[config.mk]
export PLATFORM = sky130hd
export DESIGN_NAME = usb_pkt_drain
export DESIGN_NICKNAME = d
export VERILOG_FILES = /design/src/rtl/ect_usb_pkg.sv /design/src/rtl/usb_pkt_drain.sv
export SDC_FILE = /design/constraint.sdc
export NUM_CORES = 1
export LEC_CHECK = 0
export CAP_MARGIN = 30
export CORE_UTILIZATION = 53
export DETAILED_ROUTE_END_ITERATION = 12
export PLACE_DENSITY = 0.8
export SLEW_MARGIN = 20
export SYNTH_ARGS = -nofsm -noshare
export SYNTH_HDL_FRONTEND = slang
export SYNTH_SLANG_ARGS = --single-unit
[constraint.sdc]
create_clock -name Clk -period 2.8 [get_ports Clk]
set_clock_uncertainty 0.15 [all_clocks]
set_input_delay 0.56 -clock Clk [delete_from_list [all_inputs] [get_ports Clk]]
set_output_delay 0.56 -clock Clk [all_outputs]
set_load 0.02 [all_outputs]
[src/rtl/ect_usb_pkg.sv]
// Shared definitions for the ECT USB path: drain FSM states, the frame end
// marker used by both the FIFO writer and the drain, and the bulk packet size.
package ect_usb_pkg;

    typedef enum logic [2:0] {
        ST_IDLE   = 3'd0,
        ST_RD     = 3'd1,
        ST_LATCH  = 3'd2,
        ST_WR_HI  = 3'd3,
        ST_WR_LO  = 3'd4,
        ST_PKTEND = 3'd5
    } drain_state_e;

    // 16-bit writes per full 512-byte bulk packet
    localparam int unsigned USB_PKT_HALFWORDS = 256;

    // Frame end word; seeing it forces a short-packet commit
    localparam logic [31:0] USB_END_MARKER = 32'hFAFAE0E0;

endpackage

[src/rtl/usb_pkt_drain.sv]
// usb_pkt_drain: pulls 32-bit words from the USB staging FIFO and writes them
// to the FX2 slave FIFO as two 16-bit halves (high half first). A frame end
// marker commits a short packet with PKTEND unless it landed exactly on a
// packet boundary, where the FX2 auto-commits. All outputs are registered.
module usb_pkt_drain
    import ect_usb_pkg::*;
#(
    parameter int unsigned PKT_HALFWORDS = USB_PKT_HALFWORDS,
    parameter logic [31:0] END_MARKER    = USB_END_MARKER
) (
    input  logic        Clk,
    input  logic        Rst,
    input  logic        FifoEmpty,
    input  logic [31:0] FifoRdData,
    output logic        FifoRdReq,
    input  logic        FlagFullN,
    output logic [15:0] FD,
    output logic        SlwrN,
    output logic        PktendN,
    output logic        FrameDone,
    output logic        Busy
);

    localparam int unsigned CNT_W = (PKT_HALFWORDS > 2) ? $clog2(PKT_HALFWORDS) : 1;
    localparam logic [CNT_W-1:0] CNT_LAST = CNT_W'(PKT_HALFWORDS - 1);

    drain_state_e     state_q, state_d;
    logic             rd_req_q, rd_req_d;
    logic             slwr_n_q, slwr_n_d;
    logic             pktend_n_q, pktend_n_d;
    logic [15:0]      fd_q, fd_d;
    logic [31:0]      word_q, word_d;
    logic [CNT_W-1:0] cnt_q, cnt_d;
    logic [CNT_W-1:0] cnt_inc;
    logic             frame_done_q, frame_done_d;
    logic             busy_q, busy_d;

    // Next-state and registered-output decode. The strobe registers hold the
    // value that is on the pins in the current cycle, so a low slwr_n_q in a
    // write state means that half is being written right now; the full flag
    // sampled at the end of a cycle decides the strobe of the following cycle.
    always_comb begin
        state_d      = state_q;
        rd_req_d     = 1'b0;
        slwr_n_d     = 1'b1;
        pktend_n_d   = 1'b1;
        fd_d         = fd_q;
        word_d       = word_q;
        frame_done_d = 1'b0;

        cnt_inc = (cnt_q == CNT_LAST) ? '0 : cnt_q + CNT_W'(1);
        cnt_d   = slwr_n_q ? cnt_q : cnt_inc;

        unique case (state_q)
            ST_IDLE: begin
                if (!FifoEmpty) begin
                    state_d  = ST_RD;
                    rd_req_d = 1'b1;
                end
            end
            ST_RD: begin
                // Read data appears one cycle after the request
                state_d = ST_LATCH;
            end
            ST_LATCH: begin
                word_d  = FifoRdData;
                state_d = ST_WR_HI;
                if (FlagFullN) begin
                    slwr_n_d = 1'b0;
                    fd_d     = FifoRdData[31:16];
                end
            end
            ST_WR_HI: begin
                if (!slwr_n_q) begin
                    // High half is on the bus now; line up the low half
                    state_d = ST_WR_LO;
                    if (FlagFullN) begin
                        slwr_n_d = 1'b0;
                        fd_d     = word_q[15:0];
                    end
                end else if (FlagFullN) begin
                    slwr_n_d = 1'b0;
                    fd_d     = word_q[31:16];
                end
            end
            ST_WR_LO: begin
                if (!slwr_n_q) begin
                    if (word_q == END_MARKER) begin
                        if (cnt_inc != '0) begin
                            // Short packet: commit it explicitly
                            state_d    = ST_PKTEND;
                            pktend_n_d = ~FlagFullN;
                        end else begin
                            // Marker filled the packet; FX2 commits on its own
                            state_d      = ST_IDLE;
                            frame_done_d = 1'b1;
                        end
                    end else begin
                        state_d = ST_IDLE;
                    end
                end else if (FlagFullN) begin
                    slwr_n_d = 1'b0;
                    fd_d     = word_q[15:0];
                end
            end
            ST_PKTEND: begin
                if (!pktend_n_q) begin
                    state_d      = ST_IDLE;
                    cnt_d        = '0;
                    frame_done_d = 1'b1;
                end else if (FlagFullN) begin
                    pktend_n_d = 1'b0;
                end
            end
            default: begin
                state_d = ST_IDLE;
            end
        endcase

        busy_d = (state_d != ST_IDLE);
    end

    // State and output registers; reset abandons any word in flight
    always_ff @(posedge Clk or negedge Rst) begin
        if (!Rst) begin
            state_q      <= ST_IDLE;
            rd_req_q     <= 1'b0;
            slwr_n_q     <= 1'b1;
            pktend_n_q   <= 1'b1;
            fd_q         <= 16'h0000;
            word_q       <= 32'h0000_0000;
            cnt_q        <= '0;
            frame_done_q <= 1'b0;
            busy_q       <= 1'b0;
        end else begin
            state_q      <= state_d;
            rd_req_q     <= rd_req_d;
            slwr_n_q     <= slwr_n_d;
            pktend_n_q   <= pktend_n_d;
            fd_q         <= fd_d;
            word_q       <= word_d;
            cnt_q        <= cnt_d;
            frame_done_q <= frame_done_d;
            busy_q       <= busy_d;
        end
    end

    assign FifoRdReq = rd_req_q;
    assign SlwrN     = slwr_n_q;
    assign PktendN   = pktend_n_q;
    assign FD        = fd_q;
    assign FrameDone = frame_done_q;
    assign Busy      = busy_q;

endmodule

# Word level (Yosys, flattened, before mapping)
# Index checks and enable logic that the tools add are counted.
# W data, S select, Z words.
classes:
  n_addsub: 1
  eq_ne: 10
  mux: 32
  bitwise_logic: 1
  n_reduce_logical: 6
ops:
  columns: ["operator", "n"]
  rows:
  - ["$mux W16", 5]
  - ["$pmux W16 S3", 1]
  - ["$eq A32 B32 Y1 const B", 1]
  - ["$mux W8", 4]
  - ["$mux W3", 6]
  - ["$pmux W3 S6", 1]
  - ["$mux W1", 12]
  - ["$add A8 B1 Y8 const B", 1]
  - ["$eq A8 B8 Y1 const B", 1]
  - ["$reduce_bool A8 Y1", 1]
  - ["$eq A3 B2 Y1 const B", 2]
  - ["$eq A3 B3 Y1 const B", 2]
  - ["$pmux W1 S2", 3]
  - ["$reduce_bool A3 Y1", 2]
  - ["$ne A2 B2 Y1 const B", 2]
  - ["$reduce_and A4 Y1", 1]
  - ["$eq A3 B1 Y1 const B", 1]
  - ["$logic_not A3 Y1", 1]
  - ["$ne A3 B3 Y1 const B", 1]
  - ["$reduce_or A2 Y1", 1]
  - ["$not A1 Y1", 1]
totals:
  reg_bits: 64
  inputBits: 36
  out_inout_bits: 21
  wordCells: 59

# Depth between registers and ports, before layout
# Gate-level depths: netlist (run 1).
depth:
  depth_word: 8
  ltp_mapped: 9
  ltp_nobuf: 6

# Least setup slack after synthesis (run 1)
# No wires, ideal clock.
synth_path:
  path_type: "reg2reg"
  start: "reg slwr_n_q, in the netlist SlwrN"
  end: "reg fd_q[10], in the netlist FD[10]"
  setup_ns: 0.125
  t_arrival_ns: 1.850
  path_slack_ns: 0.675
  path_stages_with_launch: 7
  cell_sequence: "dfstp_2 -> clkinv_1 -> nor3_1 -> nand2b_1 -> clkbuf_2 -> buf_2 -> mux2_2"
synth_between:
  elab_chain_cells: 2
  elab_cells_between_ends: 5
  classes_between: "2 x eq/ne; 2 x mux; 1 x reduce/logical"
synth_lines:
  columns: ["item", "line_no", "source"]
  rows:
  - ["start: declaration", "usb_pkt_drain.sv:29", "logic slwr_n_q, slwr_n_d;"]
  - ["start signal: assignment", "usb_pkt_drain.sv:138", "slwr_n_q <= slwr_n_d;"]
  - ["$ne A3 B3 Y1 (no source line), or another cell as far along", null, null]
  - ["$reduce_and A4 Y1 (no source line) or $pmux W16 S3 (tied branches)", null, null]
  - ["end signal: assignment", "usb_pkt_drain.sv:130", "fd_q <= 16'h0000;"]
  - ["end signal: assignment", "usb_pkt_drain.sv:140", "fd_q <= fd_d;"]
  - ["end: declaration", "usb_pkt_drain.sv:31", "logic [15:0] fd_q, fd_d;"]
# Several ways; a longest one is shown, not always the timed one.
# A chain may end at the register's enable or synchronous reset.

# Final worst setup path (run 1)
layout_path:
  start: "reg slwr_n_q, in the netlist SlwrN"
  end: "out SlwrN"
layout_lines:
  columns: ["item", "line_no", "source"]
  rows:
  - ["end: declaration", "usb_pkt_drain.sv:18", "output logic SlwrN,"]
# No word-level cell between the ends.

==> results of run 1 <==
[cell type report]
cell class              instances  area [um^2]  area share
clock buffers                  12          155      0.0369
clock inverters                 3         65.1      0.0155
inverters                       4         15.0     0.00357
multi-input cells             221         1640       0.390
flip-flops and latches         64         1600       0.381
well taps                      75         93.8      0.0223
repair buffers                 63          633       0.150
[metal layers]
| layer | vias up | track usage | part of all wire |
|---|---|---|---|
| li1 | 1246 | - | - |
| met1 | 1332 | 0.327 | 0.44 |
| met2 | 86 | 0.396 | 0.49 |
| met3 | 22 | 0.0478 | 0.048 |
| met4 | 0 | 0.111 | 0.022 |
| met5 | - | 0 | 0 |
[through the flow]
step | util | power, mW
after global routing | 0.699 | 5.13
final | 0.699 | 4.82
after global placement | 0.662 | 3.85
after detailed placement | 0.662 | 3.94
after floorplan | - | 3.34
after CTS | 0.699 | 4.84
[cell usage after synthesis, types with 4 or more instances]
library cell | count | share of area
sky130_fd_sc_hd__mux2_2 | 48 | 0.16
sky130_fd_sc_hd__nand2_1 | 21 | 0.023
sky130_fd_sc_hd__nand4_1 | 8 | 0.015
sky130_fd_sc_hd__mux2i_1 | 18 | 0.053
sky130_fd_sc_hd__nor2_1 | 30 | 0.033
sky130_fd_sc_hd__clkbuf_1 | 5 | 0.0055
sky130_fd_sc_hd__nor2b_1 | 4 | 0.0074
sky130_fd_sc_hd__a21oi_1 | 8 | 0.012
sky130_fd_sc_hd__nand2b_1 | 4 | 0.0074
sky130_fd_sc_hd__a221oi_1 | 16 | 0.041
sky130_fd_sc_hd__buf_2 | 11 | 0.016
sky130_fd_sc_hd__o21ai_0 | 24 | 0.035
sky130_fd_sc_hd__nand3_1 | 4 | 0.0059
sky130_fd_sc_hd__dfrtp_1 | 62 | 0.46
sky130_fd_sc_hd__nor4_1 | 4 | 0.0074
[power groups by stage]
| stage | clock [mW] | combinational (mW) | sequential (mW) |
|---|---|---|---|
| 5_1_grt | 0.942 | 2.31 | 1.88 |
| 6_report | 0.883 | 2.12 | 1.82 |
| 3_3_place_gp | 0 | 2.05 | 1.80 |
| 2_1_floorplan | 0 | 1.56 | 1.78 |
| 4_1_cts | 0.900 | 2.13 | 1.81 |
| 3_5_place_dp | 0 | 2.12 | 1.82 |
[flip-flops by register name (all words and copies together) (netlist names)]
name	flops
cnt_q	8
PktendN	1
FD	16
FrameDone	1
Busy	1
word_q	32
state_q	3
FifoRdReq	1
SlwrN	1
[worst paths after layout]
| path | from | to | depth (start not counted) |
|---|---|---|---|
| worst max-delay path | SlwrN | SlwrN | 1 |
| worst min-delay path | Rst | cnt_q[2] | 1 |
| worst max register to register | word_q[10] | PktendN | 5 |
| worst min register to register | word_q[25] | word_q[25] | 1 |
| max in group asynchronous | Rst | PktendN | 2 |
| min in group Clk | word_q[25] | word_q[25] | 1 |
[cell usage in the layout, fill, tap and decap left out, drive strengths merged, types with 2 or more instances in the layout]
cell type	count
a21oi	8
a221oi	16
buf	8
bufinv	2
clkbuf	12
clkdlybuf4s50	55
clkinv	2
dfrtp	62
dfstp	2
inv	3
mux2	49
mux2i	18
nand2	22
nand2b	4
nand3	4
nand4	8
nand4b	2
nor2	30
nor2b	4
nor3	2
nor3b	2
nor4	4
o21ai	24
o22ai	2
or4b	2
xnor2	2
xor2	2
[cells by family (layout without fill, tap and decap cells)]
group | Yosys count | after routing | synth area share
fa+ha+maj | 1 | 1 | 0.00369
compound gates | 58 | 58 | 0.113
simple gates | 91 | 91 | 0.140
mux | 67 | 67 | 0.217
buf+inv | 26 | 82 | 0.0421
xor+xnor | 4 | 4 | 0.0103
flops | 64 | 64 | 0.474
==> impl_metrics.tcl, run 1 <==
set metrics [dict create \
    run_status "completed" \
    slowest_delay_ps 670 \
    synth.lib_cells_used.distinct 49 \
    hold_ws_ps 75.2 \
    finalSetupViolCount 0 \
    number_of_global_route_vias_before_repair 2606 \
    postSynth.topFlopCell "sky130_fd_sc_hd__dfrtp_1" \
    rsz0062_at_grt "no" \
    power_leakage_nw 1.69 \
    cts.repair.resized 0 \
    finalSetupTns_ps 0 \
    design.die.area_um2 6710 \
    reg2reg_setup_slack_ps 570 \
    timing.critical_path.cells "clkdlybuf4s50_1" \
    cp_num_buf_inv 1 \
    arrival_ps 1660 \
    syn_area_per_cell_um2 10.9 \
    internal_power_mw 3.02 \
    diode_insertion_count_for_antenna_repair 0 \
    cap_viol_max_count 0 \
    clock-root-buffer "sky130_fd_sc_hd__clkbuf_8" \
    synth-seq-cells 64 \
    placedInstanceArea_um2 3990 \
    synth_sequential_area_ratio 0.474 \
    antenna_found_initial 0 \
    gate_count_post_synth 311 \
    p_comb_frac 0.439 \
    switching_power_mw 1.79 \
    fin_cells 442 \
    crit_family "flip-flops" \
    avgViaCountPerCell 6.08 \
    design.core.area_um2 6030 \
    fin_nets 400 \
    place_worst_setup_slack_ps 435 \
    cts_sinks 64 \
    power_density_nw_per_um2 1140 \
    cp_slowest_cell "sky130_fd_sc_hd__dfstp_2" \
    cts.clk_slew.worst_paths_ps 70 \
    min_period_over_period 0.846 \
    post_cts.repair.setup_buffers 0 \
    finalHoldViolations 0 \
    detail_route.drc_violations 0 \
    cp_data_required_time_ps 2090 \
    ios 57 \
    final_cell_area_um2 4210 \
    cts_tree "done" \
    num_vias 2686 \
    category_of_the_most_critical_setup_path "flip-flop to output port" \
    dp_hpwl_mm 5.07 \
    synthesis.nets 348 \
    worst-slew-pin-transition_ps 623 \
    grt.overflow.total 0 \
    rows 28 \
    routed_wirelength_mm 7.56 \
    post_synth_instance_area_um2 3390 \
    die-width_um 81.9 \
    seq_power_share 0.377 \
    layout_setup_ws_ps 431 \
    area_delta_synth_final_pct 24.3 \
    yosysWarnings 0 \
    ant_nets 0 \
    grtUsageTotal 0.248 \
    slew_viol_final 0 \
    layout_cell_share_with_drive_strength_beyond_1 0.218 \
    initial_utilization 0.562 \
    placedCellCount 427 \
    worst_setup_path_start_kind "flip-flop" \
    timing.critical_path.fanout_max 12 \
    die_y_um 81.9 \
    htree_num_levels 3 \
    total_of_buffers_placed_on_input_and_output_ports 56 \
    synth_enable_flop_cells 0 \
    worst_skew_pair_latency_ps 340 \
    ir_drop_mv 0.581 \
    maxClockFrequency_ghz 0.422 \
    first_iter_violations 138 \
    cts-hold-fix-buffers 0 \
    worst_slew_margin_rel 0.585 \
    cts_max_path_buffers 2 \
    finalCriticalPeriod_ps 2370 \
    synthArstFlopShare 1.00 \
    power_frac_clock 0.183 \
    fillers 456 \
    gp_routability_congestion 0.811 \
    min_path_type "input pin to asynchronous set/reset pin" \
    routed_wire_per_std_cell_um 17.1 \
    global_route_wire_length_before_repair_mm 12.5 \
    maximum_number_of_pins_on_one_net_before_global_route_repair 40 \
    netSwitchingFraction 0.372 \
    cts-buffers-inserted 9 \
    setup.worst_path.end_class "output port" \
    pre_antenna_drt_iters 4 \
]
No activity file was read; power rests on OpenSTA's default activity.
==> run 2: changes to the inputs <==
clock period = 2.26 ns   (was 2.8 ns; I/O delays follow)
==> impl_metrics.tcl, run 2 (same netlist as run 1, synthesis figures left out) <==
set metrics [dict create \
    slew_viol_final 0 \
    cts-buffers-inserted 9 \
    cp_data_required_time_ps 1660 \
    num_vias 2685 \
    cp_slowest_cell "sky130_fd_sc_hd__clkdlybuf4s50_1" \
    die_y_um 81.9 \
    global_route_wire_length_before_repair_mm 12.6 \
    first_iter_violations 132 \
    fin_nets 407 \
    hold-path-cell-count 1 \
    clock-root-buffer "sky130_fd_sc_hd__clkbuf_8" \
    htree_num_levels 3 \
    min_path_type "flip-flop to flip-flop" \
    number_of_global_route_vias_before_repair 2684 \
    setup.worst_path.end_class "output port" \
    initial_utilization 0.562 \
    worst-slew-pin-transition_ps 664 \
    avgViaCountPerCell 5.98 \
    arrival_ps 1530 \
    power_leakage_nw 1.70 \
    total_of_buffers_placed_on_input_and_output_ports 56 \
    slowest_delay_ps 620 \
    critical_path_depth 1 \
    ir_drop_mv 0.789 \
    number_of_flip_flops_under_the_largest_register_name 32 \
    finalSetupTns_ps 0 \
    cts.clk_slew.worst_paths_ps 60 \
    maximum_number_of_pins_on_one_net_before_global_route_repair 48 \
    design.die.area_um2 6710 \
    category_of_the_most_critical_setup_path "flip-flop to output port" \
    gp_routability_congestion 0.884 \
    area_delta_synth_final_pct 24.6 \
    finalCriticalPeriod_ps 2140 \
    worst_slew_margin_rel 0.557 \
    pre_antenna_drt_iters 4 \
    min_period_over_period 0.945 \
    design.core.area_um2 6030 \
    cp_num_buf_inv 1 \
    detail_route.drc_violations 0 \
    grtUsageTotal 0.254 \
    ant_nets 0 \
    ios 57 \
    antenna_found_initial 0 \
    routed_wire_per_std_cell_um 17.1 \
    routed_wirelength_mm 7.67 \
    layout_setup_ws_ps 124 \
    cts_sinks 64 \
    crit_family "buffers and inverters" \
    timing.critical_path.cells "clkdlybuf4s50_1" \
    finalHoldViolations 0 \
    rows 28 \
    final_cell_mix "62 x sky130_fd_sc_hd__dfrtp_1, 54 x sky130_fd_sc_hd__clkdlybuf4s50_1, 48 x sky130_fd_sc_hd__mux2_2" \
    worst_skew_pair_latency_ps 330 \
    worst_setup_path_start_kind "flip-flop" \
    dp_hpwl_mm 5.29 \
    run_status "completed" \
    grt.overflow.total 0 \
    reg2regPathDepth 5 \
    mostFrequentLayoutCell "sky130_fd_sc_hd__dfrtp_1" \
    finalSetupViolCount 0 \
    timing.critical_path.fanout_max 6 \
    power_density_nw_per_um2 1390 \
    diode_insertion_count_for_antenna_repair 0 \
    die-width_um 81.9 \
    cap_viol_max_count 0 \
    rsz0062_at_grt "no" \
    layout_cell_share_with_drive_strength_beyond_1 0.230 \
    cts_max_path_buffers 2 \
    regMostFlops "word_q" \
    place_worst_setup_slack_ps 19.4 \
    cts_tree "done" \
    maxClockFrequency_ghz 0.468 \
]
## run 2: changes by cell type in the layout (fill, tap and decap cells not counted), moves of 2 or more
cell                        before  now
sky130_fd_sc_hd__buf_4           5   10
sky130_fd_sc_hd__bufinv_16       2    0
sky130_fd_sc_hd__clkbuf_8       11    9
sky130_fd_sc_hd__clkinv_2        1    3
## run 2: area by class of cell
class	instances	area [um^2]
fill	474	1810
multi-input combinational	221	1650
inverter	4	15.0
clock buffer	11	131
tap	75	93.8
sequential	64	1600
timing repair buffer	70	703
clock inverter	4	22.5
## run 2: layer usage
| metal | up-vias | GRT usage | wire length [um] |
|---|---|---|---|
| met5 | - | 0 | 0 |
| met4 | 0 | 0.102 | 131 |
| met3 | 15 | 0.0511 | 373 |
| met2 | 79 | 0.417 | 3760 |
| met1 | 1330 | 0.326 | 3400 |
| li1 | 1261 | - | - |
## run 2: where the power goes
part	internal, mW	switching (mW)
Clock	0.386	0.419
Combinational	1.51	1.35
Sequential	1.70	0.507
## run 2: path summary, 6_finish.rpt
| kind | from | end | slack [ps] |
|---|---|---|---|
| min in group asynchronous | Rst | FrameDone | 440 |
| max in group asynchronous | Rst | SlwrN | 870 |
| worst max register to register | state_q[0] | FD[2] | 190 |
| worst min-delay path | word_q[16] | word_q[16] | 380 |
| worst max-delay path | PktendN | PktendN | 120 |
| worst min register to register | word_q[16] | word_q[16] | 380 |
## run 2: timing repair
| item | 4_1_cts | 5_1_grt |
|---|---|---|
| buffers inserted | 0 | 0 |
| endpoints found under the setup margin | 0 | 2 |
| hold endpoints to repair | 17 | 0 |
| hold buffers | 1 | 0 |
| resized for setup | 0 | 2 |
## run 2: stage by stage
stage / instance area, um^2 / utilization / std cells / power [mW] / hold WS [ps]
2_1_floorplan: 3390 / - / 311 / 4.14 / 6.41
3_3_place_gp: 4050 / 0.672 / 433 / 4.96 / 275
4_1_cts: 4210 / 0.699 / 449 / 5.89 / 387
3_5_place_dp: 4050 / 0.672 / 433 / 5.07 / 275
5_1_grt: 4220 / 0.700 / 449 / 6.27 / 410
6_report: 4220 / 0.700 / 449 / 5.87 / 381
